==> src/rtl/pb_debounce_if.sv <==
// Pushbutton bundle between the raw KEY pins, the debouncer and its consumers.
// slave = the debouncer, master = the board/system side that supplies raw keys.
interface pb_debounce_if #(
   parameter int NUM_BTN = 4
);
   logic [NUM_BTN-1:0] btn_raw_n;
   logic [NUM_BTN-1:0] btn_level;
   logic [NUM_BTN-1:0] btn_press;
   logic [NUM_BTN-1:0] btn_release;
   logic               btn_any;

   modport master (
      output btn_raw_n,
      input  btn_level,
      input  btn_press,
      input  btn_release,
      input  btn_any
   );

   modport slave (
      input  btn_raw_n,
      output btn_level,
      output btn_press,
      output btn_release,
      output btn_any
   );
endinterface

==> src/rtl/pb_debounce.sv <==
// Per-button 2-flop synchronizer, debouncer and press/release pulse generator.
// Define PB_AUTOREPEAT_EN to add auto-repeat pulses on btn_press while a button is held.
module pb_debounce #(
   parameter int NUM_BTN       = 4,
   parameter int STABLE_CYCLES = 500000,
   parameter int REPEAT_DELAY  = 25000000,
   parameter int REPEAT_PERIOD = 5000000
) (
   input  logic        clk_clk,
   input  logic        reset_reset_n,
   pb_debounce_if.slave btn
);

   localparam int               CNT_W    = (STABLE_CYCLES > 1) ? $clog2(STABLE_CYCLES) : 1;
   localparam logic [CNT_W-1:0] CNT_LAST = CNT_W'(STABLE_CYCLES - 1);

   generate
      if (STABLE_CYCLES < 2) begin : g_bad_stable
         $error("pb_debounce: STABLE_CYCLES must be >= 2");
      end
      if (REPEAT_DELAY < 1 || REPEAT_PERIOD < 1) begin : g_bad_repeat
         $error("pb_debounce: REPEAT_DELAY and REPEAT_PERIOD must be >= 1");
      end
   endgenerate

   logic [NUM_BTN-1:0] sync1_n;
   logic [NUM_BTN-1:0] sync2_n;
   logic [NUM_BTN-1:0] level;
   logic [NUM_BTN-1:0] level_nxt;
   logic [NUM_BTN-1:0] accept;
   logic [NUM_BTN-1:0] rise;
   logic [NUM_BTN-1:0] fall;
   logic [NUM_BTN-1:0] press_nxt;
   logic [CNT_W-1:0]   cnt     [NUM_BTN];
   logic [CNT_W-1:0]   cnt_nxt [NUM_BTN];

   // A lane accepts s2 only after it has differed from the stable level for STABLE_CYCLES samples.
   always_comb begin
      // NOTE: every variable gets a default first so no path leaves one unassigned (no latch).
      level_nxt = level;
      accept    = '0;
      cnt_nxt   = cnt;
      for (int i = 0; i < NUM_BTN; i++) begin
         if (~sync2_n[i] == level[i]) begin
            cnt_nxt[i] = '0;
         end else if (cnt[i] == CNT_LAST) begin
            level_nxt[i] = ~sync2_n[i];
            cnt_nxt[i]   = '0;
            accept[i]    = 1'b1;
         end else begin
            cnt_nxt[i] = cnt[i] + CNT_W'(1);
         end
      end
   end

   assign rise = accept &  level_nxt;
   assign fall = accept & ~level_nxt;

`ifdef PB_AUTOREPEAT_EN
   localparam int               RPT_MAX   = (REPEAT_DELAY > REPEAT_PERIOD) ? REPEAT_DELAY : REPEAT_PERIOD;
   localparam int               RPT_W     = $clog2(RPT_MAX + 1);
   localparam logic [RPT_W-1:0] RPT_FIRST = RPT_W'(REPEAT_DELAY - 1);
   localparam logic [RPT_W-1:0] RPT_NEXT  = RPT_W'(REPEAT_PERIOD - 1);

   logic [RPT_W-1:0]   rpt_cnt     [NUM_BTN];
   logic [RPT_W-1:0]   rpt_cnt_nxt [NUM_BTN];
   logic [NUM_BTN-1:0] rpt_seen;
   logic [NUM_BTN-1:0] rpt_seen_nxt;
   logic [NUM_BTN-1:0] rpt_fire;

   // rpt_seen marks that the first (longer) delay has elapsed; later pulses use the period.
   always_comb begin
      rpt_cnt_nxt  = rpt_cnt;
      rpt_seen_nxt = rpt_seen;
      rpt_fire     = '0;
      for (int i = 0; i < NUM_BTN; i++) begin
         if (accept[i]) begin
            rpt_cnt_nxt[i]  = '0;
            rpt_seen_nxt[i] = 1'b0;
         end else if (level[i]) begin
            if (rpt_cnt[i] == (rpt_seen[i] ? RPT_NEXT : RPT_FIRST)) begin
               rpt_fire[i]     = 1'b1;
               rpt_cnt_nxt[i]  = '0;
               rpt_seen_nxt[i] = 1'b1;
            end else begin
               rpt_cnt_nxt[i] = rpt_cnt[i] + RPT_W'(1);
            end
         end
      end
   end

   assign press_nxt = rise | rpt_fire;
`else
   assign press_nxt = rise;
`endif

   always_ff @(posedge clk_clk) begin
      if (!reset_reset_n) begin
         sync1_n         <= '1;
         sync2_n         <= '1;
         level           <= '0;
         cnt             <= '{default: '0};
         btn.btn_press   <= '0;
         btn.btn_release <= '0;
         btn.btn_any     <= 1'b0;
`ifdef PB_AUTOREPEAT_EN
         rpt_cnt         <= '{default: '0};
         rpt_seen        <= '0;
`endif
      end else begin
         // NOTE: non-blocking assignments so every flop samples pre-edge values (s1 -> s2 chain).
         sync1_n         <= btn.btn_raw_n;
         sync2_n         <= sync1_n;
         level           <= level_nxt;
         cnt             <= cnt_nxt;
         btn.btn_press   <= press_nxt;
         btn.btn_release <= fall;
         btn.btn_any     <= |level_nxt;
`ifdef PB_AUTOREPEAT_EN
         rpt_cnt         <= rpt_cnt_nxt;
         rpt_seen        <= rpt_seen_nxt;
`endif
      end
   end

   assign btn.btn_level = level;

endmodule

==> src/flat_wrapper.sv <==
// flat-port wrapper written by rule: the top's interface ports become plain ports
module pb_debounce_flat 
#(
   parameter int NUM_BTN       = 4,
   parameter int STABLE_CYCLES = 500000,
   parameter int REPEAT_DELAY  = 25000000,
   parameter int REPEAT_PERIOD = 5000000
)
  (clk_clk, reset_reset_n, btn_btn_raw_n, btn_btn_level, btn_btn_press, btn_btn_release, btn_btn_any);
  pb_debounce_if #(.NUM_BTN(NUM_BTN)) btn_i ();
  input  logic clk_clk;
  input  logic reset_reset_n;
  input wire logic [$bits(btn_i.btn_raw_n)-1:0] btn_btn_raw_n;
  output wire logic [$bits(btn_i.btn_level)-1:0] btn_btn_level;
  output wire logic [$bits(btn_i.btn_press)-1:0] btn_btn_press;
  output wire logic [$bits(btn_i.btn_release)-1:0] btn_btn_release;
  output wire logic [$bits(btn_i.btn_any)-1:0] btn_btn_any;
  assign btn_i.btn_raw_n = btn_btn_raw_n;
  assign btn_btn_level = btn_i.btn_level;
  assign btn_btn_press = btn_i.btn_press;
  assign btn_btn_release = btn_i.btn_release;
  assign btn_btn_any = btn_i.btn_any;
  pb_debounce #(.NUM_BTN(NUM_BTN), .STABLE_CYCLES(STABLE_CYCLES), .REPEAT_DELAY(REPEAT_DELAY), .REPEAT_PERIOD(REPEAT_PERIOD)) u_core (.clk_clk(clk_clk), .reset_reset_n(reset_reset_n), .btn(btn_i));
endmodule
==> config.mk <==
export PLATFORM = sky130hd
export DESIGN_NAME = pb_debounce_flat
export DESIGN_NICKNAME = d
export VERILOG_FILES = /design/src/rtl/pb_debounce_if.sv /design/src/rtl/pb_debounce.sv /design/src/flat_wrapper.sv
export SDC_FILE = /design/constraint.sdc
export NUM_CORES = 1
export LEC_CHECK = 0
export CORE_ASPECT_RATIO = 1.25
export CORE_MARGIN = 4
export CORE_UTILIZATION = 60
export DETAILED_ROUTE_END_ITERATION = 10
export HOLD_SLACK_MARGIN = 0.02
export PLACE_DENSITY = 0.79
export SYNTH_ARGS = -nofsm -noshare
export SYNTH_HDL_FRONTEND = slang
export SYNTH_SLANG_ARGS = --single-unit
==> constraint.sdc <==
create_clock -name clk_clk -period 4.6 [get_ports clk_clk]
set_clock_uncertainty 0.2 [all_clocks]
set_input_delay 0.92 -clock clk_clk [delete_from_list [all_inputs] [get_ports clk_clk]]
set_output_delay 0.92 -clock clk_clk [all_outputs]
set_load 0.02 [all_outputs]
==> flow_metrics.py, run 1 <==
metrics = {
    "status": {
        "outcome": "completed",
    },
    "cts": {
        "cts_resized": 0,
        "postCtsSetupBuffers": 0,
        "cts_buffers": 9,
        "tritoncts": "built",
        "h-tree-depth": 3,
        "root_buffer": "clkbuf_8",
        "max-clock-path-buffers": 2,
        "cts_sinks": 97,
        "insertion_delay_ns": 0.36,
        "postCtsHoldBufs": 0,
        "clk_pin_slew_ns": 0.09,
    },
    "floorplan": {
        "design.core.area_um2": 6520,
        "ios": 19,
        "dieWidth_um": 81.2,
        "num_rows": 33,
        "dieArea_um2": 8090,
        "die_h_um": 99.5,
        "initial_core_util_pct": 61.7,
    },
    "global_route": {
        "grt_usage_pct": 18.4,
        "grt_pass1_vias": 2786,
        "antenna_found_initial": 0,
        "grt_max_degree": 22,
        "overflow": 0,
        "grt_pass1_wl_um": 11800,
    },
    "power_and_ir_drop": {
        "leakage_nw": 1.33,
        "ir_drop_mv": 0.186,
        "p_per_area_nw_per_um2": 315,
    },
    "layout": {
        "most-common-layout-cells": "nor2_1 (97), dfxtp_1 (97), xnor2_1 (42)",
        "layout-drive-gt1-share_pct": 5.50,
        "area_growth_pct": 10.9,
        "fin_nets": 478,
        "stdcell_count": 560,
        "antenna_cells": 0,
    },
    "yosys": {
        "synth.distinct_cells": 36,
        "ys_warn_count": 0,
        "syn_nets": 458,
        "syn_inst": 448,
        "mappedNetlistArea_um2": 4020,
        "synth_seq_cells": 97,
        "synth-seq-area-share_pct": 48.3,
        "avgSynthCellArea_um2": 8.98,
    },
    "timing": {
        "drv_slew": 0,
        "period_share_pct": 58.8,
        "hold_viol_final": 0,
        "maxSlewHeadroom_pct": 49.2,
        "tns_ns": 0,
        "rsz0062_at_grt": "false",
        "worst_pin_slew_ns": 0.760,
        "min_period_ns": 2.71,
        "setup_violations": 0,
        "max_freq_mhz": 369,
    },
    "worst_setup_path": {
        "cp_max_fo": 21,
        "crit_family": "simple AND/OR/NAND/NOR gates",
        "crit_chain": "clkdlybuf4s50_1 -> nand3b_1 -> nor2_1",
        "cp_slowest_cell": "clkdlybuf4s50_1",
        "crit_path_max_incr_delay_ns": 0.89,
        "end_kind": "flop",
        "path_buf_inv": 1,
        "arrival_ns": 2.78,
        "critPathLaunchType": "input port",
        "required_ns": 4.67,
        "criticalPathCategory": "in -> reg",
    },
    "route": {
        "postRouteAntennaNets": 0,
        "drt-initial-drc-count": 79,
        "wirelength_um": 6700,
        "drcViolationCount": 0,
        "dr.pass1.iters": 4,
        "routed_via_density": 5.26,
        "post_drt_wl_per_cell_um": 12.0,
        "num_vias": 2944,
    },
    "place": {
        "portBuffers": 18,
        "gp_congestion": 0.778,
        "dp_hpwl_um": 4740,
        "dp_cells": 544,
    },
    "hold_path": {
        "hold_path.class": "reg -> reg",
    },
    "job": {
        "maxCapViolCount": 0,
    },
}
cell usage after synthesis:
| cell type | number | area (µm²) |
|---|---|---|
| or3b_2 | 1 | 8.76 |
| ha_1 | 4 | 50.1 |
| or4b_1 | 1 | 10.0 |
| buf_4 | 2 | 15.0 |
| nor2b_1 | 4 | 25.0 |
| nor4_2 | 1 | 12.5 |
| nand2b_1 | 8 | 50.1 |
| o41a_1 | 1 | 11.3 |
| nor4_4 | 1 | 21.3 |
| nor4b_2 | 2 | 30.0 |
| mux2i_1 | 4 | 40.0 |
| buf_2 | 4 | 20.0 |
| and4_1 | 6 | 52.6 |
| nand4_1 | 18 | 113 |
| and3_1 | 3 | 18.8 |
| nor4_1 | 10 | 62.6 |
| or2_2 | 2 | 12.5 |
| clkbuf_1 | 3 | 11.3 |
| a21oi_1 | 1 | 5.00 |
| dfxtp_1 | 97 | 1940 |
| nor3_1 | 13 | 65.1 |
| nand3b_1 | 2 | 15.0 |
| nor4b_1 | 1 | 8.76 |
| nand3_1 | 26 | 130 |
| and2_1 | 5 | 31.3 |
| nor3b_1 | 3 | 22.5 |
| inv_1 | 16 | 60.1 |
| or4_1 | 1 | 7.51 |
| and2_2 | 1 | 7.51 |
| or4b_4 | 1 | 13.8 |
| xor2_1 | 29 | 254 |
| nand3_4 | 1 | 17.5 |
| xnor2_1 | 42 | 368 |
| nor2_1 | 97 | 364 |
| nand3b_2 | 1 | 11.3 |
| nand2_1 | 36 | 135 |
flip-flops by register name, summed over array words and instances (netlist names):
signal and flops:
u_core.btn.btn_level 4, u_core.sync1_n 4, u_core.btn.btn_any 1, u_core.sync2_n 4
u_core.btn.btn_press 4, u_core.btn.btn_release 4, u_core.cnt 76
cells by family (layout without fill, tap and decap cells):
| group | Yosys count | count (layout) | synth area share [%] |
|---|---|---|---|
| xor gates and xnor gates | 71 | 71 | 15.5 |
| muxes | 4 | 4 | 0.995 |
| buffers and inverters | 25 | 50 | 2.64 |
| adders and majority gates | 4 | 4 | 1.24 |
| DFF | 97 | 97 | 48.3 |
| and+or+nand+nor | 245 | 245 | 31.0 |
| AOI/OAI and AO/OA | 2 | 2 | 0.404 |
layout make-up:
class                   count  area [µm²]
inverters                  16        60.1
multi-input cells         326        1970
well taps                  87         109
clock inverters             6        68.8
flip-flops and latches     97        1940
clock buffers              10         128
repair buffers             18         180
fillers                   564        2060
metal layers:
metal / share of wire [%] / vias up / GRT usage [%]
met3: 3.9 / 14 / 5.07
met4: 2.0 / 0 / 8.71
met2: 48 / 42 / 29.8
met1: 46 / 1366 / 22.2
li1: - / 1522 / -
met5: 0 / - / 0
worst paths after layout:
path	start	to	slack [ns]	depth (start not counted)
max	reset_reset_n	u_core.cnt[41]	1.89	3
min	u_core.sync1_n[1]	u_core.sync2_n[1]	0.21	1
max reg2reg	u_core.cnt[38]	u_core.cnt[41]	2.17	5
min reg2reg	u_core.sync1_n[1]	u_core.sync2_n[1]	0.21	1
through the flow:
step | hold WS [ns] | power [mW] | utilization (%) | instance area (µm²) | setup slack [ns]
final | 0.212 | 1.41 | 68.4 | 4460 | 1.89
after global routing | 0.233 | 1.46 | 68.4 | 4460 | 1.72
after CTS | 0.213 | 1.42 | 68.4 | 4460 | 1.90
after detailed placement | 0.193 | 0.883 | 65.4 | 4270 | 1.54
after global placement | 0.188 | 0.883 | 65.4 | 4270 | 1.63
after floorplan | 0.186 | 0.877 | - | 4020 | 2.56
power by group:
part,internal [mW],leakage (nW),switching (mW)
Combinational,0.00766,0.461,0.00971
Clock,0.252,0.0847,0.290
Sequential,0.843,0.783,0.00287
Power figures use the tool's default switching activity.
==> run 2, diff against run 1 <==
--- a/config.mk
+++ b/config.mk
@@ -7,10 +7,10 @@
 export LEC_CHECK = 0
 export CORE_ASPECT_RATIO = 1.25
 export CORE_MARGIN = 4
-export CORE_UTILIZATION = 60
+export CORE_UTILIZATION = 59
 export DETAILED_ROUTE_END_ITERATION = 10
 export HOLD_SLACK_MARGIN = 0.02
-export PLACE_DENSITY = 0.79
+export PLACE_DENSITY = 0.78
 export SYNTH_ARGS = -nofsm -noshare
 export SYNTH_HDL_FRONTEND = slang
 export SYNTH_SLANG_ARGS = --single-unit
==> constraint.sdc (replaced) <==
create_clock -name clk_clk -period 2.6 [get_ports clk_clk]
set_clock_uncertainty 0.2 [all_clocks]
set_input_delay 0.52 -clock clk_clk [delete_from_list [all_inputs] [get_ports clk_clk]]
set_output_delay 0.52 -clock clk_clk [all_outputs]
set_load 0.02 [all_outputs]
==> flow_metrics.py, run 2 (synthesis gave the netlist of run 1 again) <==
metrics = {
    "floorplan": {
        "ios": 19,
        "num_rows": 33,
        "die_h_um": 100,
        "initial_core_util_pct": 60.9,
        "dieArea_um2": 8210,
        "design.core.area_um2": 6610,
        "dieWidth_um": 81.9,
    },
    "power_and_ir_drop": {
        "internal_power_mw": 1.90,
        "leakage_nw": 1.34,
        "clock_power_share_pct": 36.8,
        "ir_drop_mv": 0.323,
        "seq_power_share_pct": 61.9,
        "combPwrFrac_pct": 1.4,
        "p_sw_share_pct": 21.4,
        "p_sw_uw": 518,
        "p_per_area_nw_per_um2": 542,
    },
    "layout": {
        "largest_reg_flops": 76,
        "stdcell_count": 561,
        "regMostFlops": "u_core.cnt",
        "fillCellCount": 529,
        "layout-drive-gt1-share_pct": 5.91,
        "most-common-layout-cells": "nor2_1 (97), dfxtp_1 (97), xnor2_1 (42)",
        "antenna_cells": 0,
        "area_growth_pct": 10.9,
        "fin_nets": 480,
        "final_util_pct": 67.5,
    },
    "timing": {
        "rsz0062_at_grt": "false",
        "worst_pin_slew_ns": 0.531,
        "setup_violations": 0,
        "min_period_ns": 2.22,
        "hold_viol_final": 0,
        "drv_slew": 0,
        "layout_setup_ws_ns": 0.379,
        "tns_ns": 0,
        "max_freq_mhz": 450,
        "period_share_pct": 85.4,
        "maxSlewHeadroom_pct": 64.5,
    },
    "cts": {
        "h-tree-depth": 3,
        "postCtsSetupBuffers": 0,
        "postCtsHoldBufs": 0,
        "root_buffer": "clkbuf_8",
        "max-clock-path-buffers": 2,
        "insertion_delay_ns": 0.35,
        "clk_pin_slew_ns": 0.08,
        "cts_resized": 0,
        "cts_buffers": 9,
        "tritoncts": "built",
        "cts_sinks": 97,
    },
    "place": {
        "gp_congestion": 0.787,
        "dp_cells": 546,
        "dp_hpwl_um": 4700,
        "portBuffers": 18,
        "place_ws_ns": 0.427,
    },
    "worst_setup_path": {
        "critPathLaunch": "u_core.cnt[38]",
        "r2r_end": "u_core.btn.btn_any",
        "required_ns": 2.63,
        "worstReg2RegStart": "u_core.cnt[38]",
        "cp_max_fo": 6,
        "arrival_ns": 2.25,
        "reg2regPathDepth": 5,
        "critPathLaunchType": "flop",
        "end_kind": "flop",
        "cp-endpoint": "u_core.btn.btn_any",
        "criticalPathCategory": "reg -> reg",
        "r2r_slack_ns": 0.38,
    },
    "route": {
        "drt-initial-drc-count": 153,
        "postRouteAntennaNets": 0,
        "wirelength_um": 6850,
        "routed_via_density": 5.29,
        "drcViolationCount": 0,
        "post_drt_wl_per_cell_um": 12.2,
        "num_vias": 2969,
        "dr.pass1.iters": 4,
    },
    "global_route": {
        "grt_usage_pct": 18.7,
        "antenna_found_initial": 0,
        "grt_max_degree": 20,
        "overflow": 0,
        "grt_pass1_vias": 2899,
        "grt_pass1_wl_um": 12300,
    },
    "hold_path": {
        "hold_path.class": "reg -> reg",
    },
    "status": {
        "outcome": "completed",
    },
    "job": {
        "maxCapViolCount": 0,
    },
}
-- run 2: cell count changes in the layout (fill, tap and decap cells not counted) --
| cell | change |
|---|---|
| buf_4 | +2 |
| clkbuf_8 | +2 |
| clkinvlp_4 | -2 |
| bufinv_16 | -1 |
| clkbuf_1 | -1 |
| clkinv_2 | +1 |
-- run 2: power groups by stage --
stage / clock (mW) / combinational, mW / sequential, mW
detailed placement: 0 / 0.0331 / 1.53
finish: 0.890 / 0.0327 / 1.50
CTS: 0.915 / 0.0333 / 1.50
floorplan: 0 / 0.0211 / 1.53
global route: 0.978 / 0.0367 / 1.50
global placement: 0 / 0.0326 / 1.53
-- run 2: how the worst min path moves through the flow --
stage | cells past startpoint | slack (ns) | end | startpoint
2_1_floorplan | 1 | 0.19 | u_core.sync2_n[0] | u_core.sync1_n[0]
3_3_place_gp | 1 | 0.19 | u_core.sync2_n[1] | u_core.sync1_n[1]
3_5_place_dp | 1 | 0.19 | u_core.sync2_n[2] | u_core.sync1_n[2]
6_report | 1 | 0.21 | u_core.sync2_n[1] | u_core.sync1_n[1]
5_1_grt | 1 | 0.24 | u_core.sync2_n[1] | u_core.sync1_n[1]
4_1_cts | 1 | 0.21 | u_core.sync2_n[1] | u_core.sync1_n[1]
-- run 2: layout make-up --
class                   count  area (µm²)  area share [%]
multi-input cells         326        1970            44.3
flip-flops and latches     97        1940            43.5
repair buffers             20         195            4.38
clock buffers              11         151            3.39
well taps                  87         109            2.44
inverters                  16        60.1            1.35
clock inverters             4        28.8           0.645
-- run 2: critical path, cell delays in order (launching register included) --
cell	delay (ns)
dfxtp_1	0.37
ha_1	0.22
nand4_1	0.25
nor4_1	0.44
mux2i_1	0.17
o41a_1	0.44
-- run 2: metal layers --
metal  vias up  routed length, µm  part of all wire [%]  GRT usage, %
met4         0                231                   3.4          9.59
met5         -                  0                     0             0
met2        65               3130                    46          29.1
met1      1363               3230                    47          24.1
li1       1521                  -                     -             -
met3        20                252                   3.7          4.04
-- run 2: through the flow --
stage | instance area, µm² | power [mW] | hold slack, ns
2_1_floorplan | 4020 | 1.55 | 0.186
3_3_place_gp | 4280 | 1.56 | 0.190
3_5_place_dp | 4280 | 1.56 | 0.192
4_1_cts | 4460 | 2.45 | 0.212
5_1_grt | 4460 | 2.51 | 0.238
6_report | 4460 | 2.42 | 0.210
==> run 3, diff against run 2 <==
--- a/config.mk
+++ b/config.mk
@@ -5,12 +5,12 @@
 export SDC_FILE = /design/constraint.sdc
 export NUM_CORES = 1
 export LEC_CHECK = 0
-export CORE_ASPECT_RATIO = 1.25
 export CORE_MARGIN = 4
 export CORE_UTILIZATION = 59
 export DETAILED_ROUTE_END_ITERATION = 10
 export HOLD_SLACK_MARGIN = 0.02
 export PLACE_DENSITY = 0.78
+export RECOVER_POWER = 25
 export SYNTH_ARGS = -nofsm -noshare
 export SYNTH_HDL_FRONTEND = slang
 export SYNTH_SLANG_ARGS = --single-unit
==> flow_metrics.py, run 3 (synthesis gave the netlist of run 1 again) <==
metrics = {
    "timing": {
        "hold_viol_final": 0,
        "hold_ws_ns": 0.212,
        "maxSlewHeadroom_pct": 56.8,
        "setup_violations": 0,
        "layout_setup_ws_ns": 0.309,
        "tns_ns": 0,
        "min_period_ns": 2.29,
        "period_share_pct": 88.1,
        "rsz0062_at_grt": "false",
        "worst_pin_slew_ns": 0.649,
        "drv_slew": 0,
        "max_freq_mhz": 437,
    },
    "place": {
        "dp_hpwl_um": 4870,
        "portBuffers": 18,
        "placed_area_um2": 4280,
        "place_ws_ns": 0.454,
        "gp_congestion": 0.829,
    },
    "cts": {
        "max-clock-path-buffers": 2,
        "root_buffer": "clkbuf_8",
        "insertion_delay_ns": 0.35,
        "postCtsSetupBuffers": 0,
        "cts_resized": 0,
        "postCtsHoldBufs": 0,
        "tritoncts": "built",
        "h-tree-depth": 3,
        "cts_buffers": 9,
        "clk_pin_slew_ns": 0.09,
        "cts_sinks": 97,
    },
    "global_route": {
        "grtUsageMet2_pct": 30.1,
        "grt_usage_pct": 17.6,
        "grt_pass1_vias": 2808,
        "grt_use_met3_pct": 5.25,
        "overflow": 0,
        "antenna_found_initial": 0,
        "busiest_layer": "met2",
        "grt_max_degree": 20,
        "grt_use_met1_pct": 21.4,
        "grt_pass1_wl_um": 12100,
    },
    "layout": {
        "largest_reg_flops": 76,
        "final_area_um2": 4440,
        "layout-drive-gt1-share_pct": 5.46,
        "antenna_cells": 0,
        "fillCellCount": 525,
        "area_growth_pct": 10.4,
        "fin_nets": 481,
        "regMostFlops": "u_core.cnt",
        "most-common-layout-cells": "nor2_1 (97), dfxtp_1 (97), xnor2_1 (42)",
    },
    "power_and_ir_drop": {
        "p_per_area_nw_per_um2": 543,
        "total_power_mw": 2.41,
        "leakage_nw": 1.36,
        "ir_drop_mv": 0.446,
    },
    "floorplan": {
        "dieWidth_um": 90.6,
        "initial_core_util_pct": 61.9,
        "num_rows": 29,
        "design.core.area_um2": 6490,
        "die_h_um": 90.6,
        "dieArea_um2": 8200,
        "ios": 19,
    },
    "worst_setup_path": {
        "worstReg2RegStart": "u_core.cnt[31]",
        "critPathLaunchType": "input port",
        "r2r_slack_ns": 0.41,
        "r2r_end": "u_core.btn.btn_any",
        "cp_max_fo": 19,
        "required_ns": 2.68,
        "end_kind": "flop",
        "criticalPathCategory": "in -> reg",
        "arrival_ns": 2.37,
        "reg2regPathDepth": 5,
    },
    "hold_path": {
        "min_to": "u_core.sync2_n[2]",
        "hold_path.startpoint": "u_core.sync1_n[2]",
        "hold_path.class": "reg -> reg",
        "whs_path_depth": 1,
    },
    "route": {
        "num_vias": 2907,
        "dr.pass1.iters": 5,
        "drt-initial-drc-count": 78,
        "drcViolationCount": 0,
        "wirelength_um": 6730,
        "post_drt_wl_per_cell_um": 12.2,
        "routed_via_density": 5.26,
        "postRouteAntennaNets": 0,
    },
    "status": {
        "outcome": "completed",
    },
    "job": {
        "maxCapViolCount": 0,
    },
}
==> run 3: how the worst max path moves through the flow <==
| stage | depth (start not counted) | slack, ns | start | endpoint |
|---|---|---|---|---|
| floorplan | 6 | 0.64 | u_core.cnt[38] | u_core.cnt[55] |
| global route | 4 | 0.11 | reset_reset_n | u_core.cnt[65] |
| global placement | 4 | 0.44 | reset_reset_n | u_core.cnt[64] |
| CTS | 1 | 0.42 | u_core.btn.btn_level[1] | btn_btn_level[1] |
| finish | 4 | 0.31 | reset_reset_n | u_core.cnt[70] |
| detailed placement | 4 | 0.45 | reset_reset_n | u_core.cnt[64] |
==> run 3: metrics by stage <==
step	cells	utilization, %
global placement	537	65.8
floorplan	448	-
finish	553	68.4
CTS	553	68.6
global route	553	68.4
detailed placement	537	65.8
==> run 3: critical path, stage by stage <==
cell and delay, ns:
dlygate4sd3_1 0.62, clkbuf_1 0.53, nand3b_2 0.47, nor2_1 0.23
==> run 3: layout make-up <==
cell class	count	area (µm²)	area share [%]
clock buffers	12	155	3.49
clock inverters	4	27.5	0.620
repair buffers	21	199	4.48
multi-input cells	326	1960	44.2
inverters	16	60.1	1.35
well taps	77	96.3	2.17
flip-flops and latches	97	1940	43.7
==> run 3: power by group <==
group	internal, mW	switching [mW]	total (mW)
combinational	0.0141	0.0177	0.0319
sequential	1.49	0.00498	1.50
clock	0.399	0.485	0.884
==> run 3: metal layers <==
layer / vias up / part of all wire (%)
li1: 1528 / -
met1: 1333 / 47
met2: 42 / 48
met3: 4 / 4.2
met4: 0 / 0.79
met5: - / 0
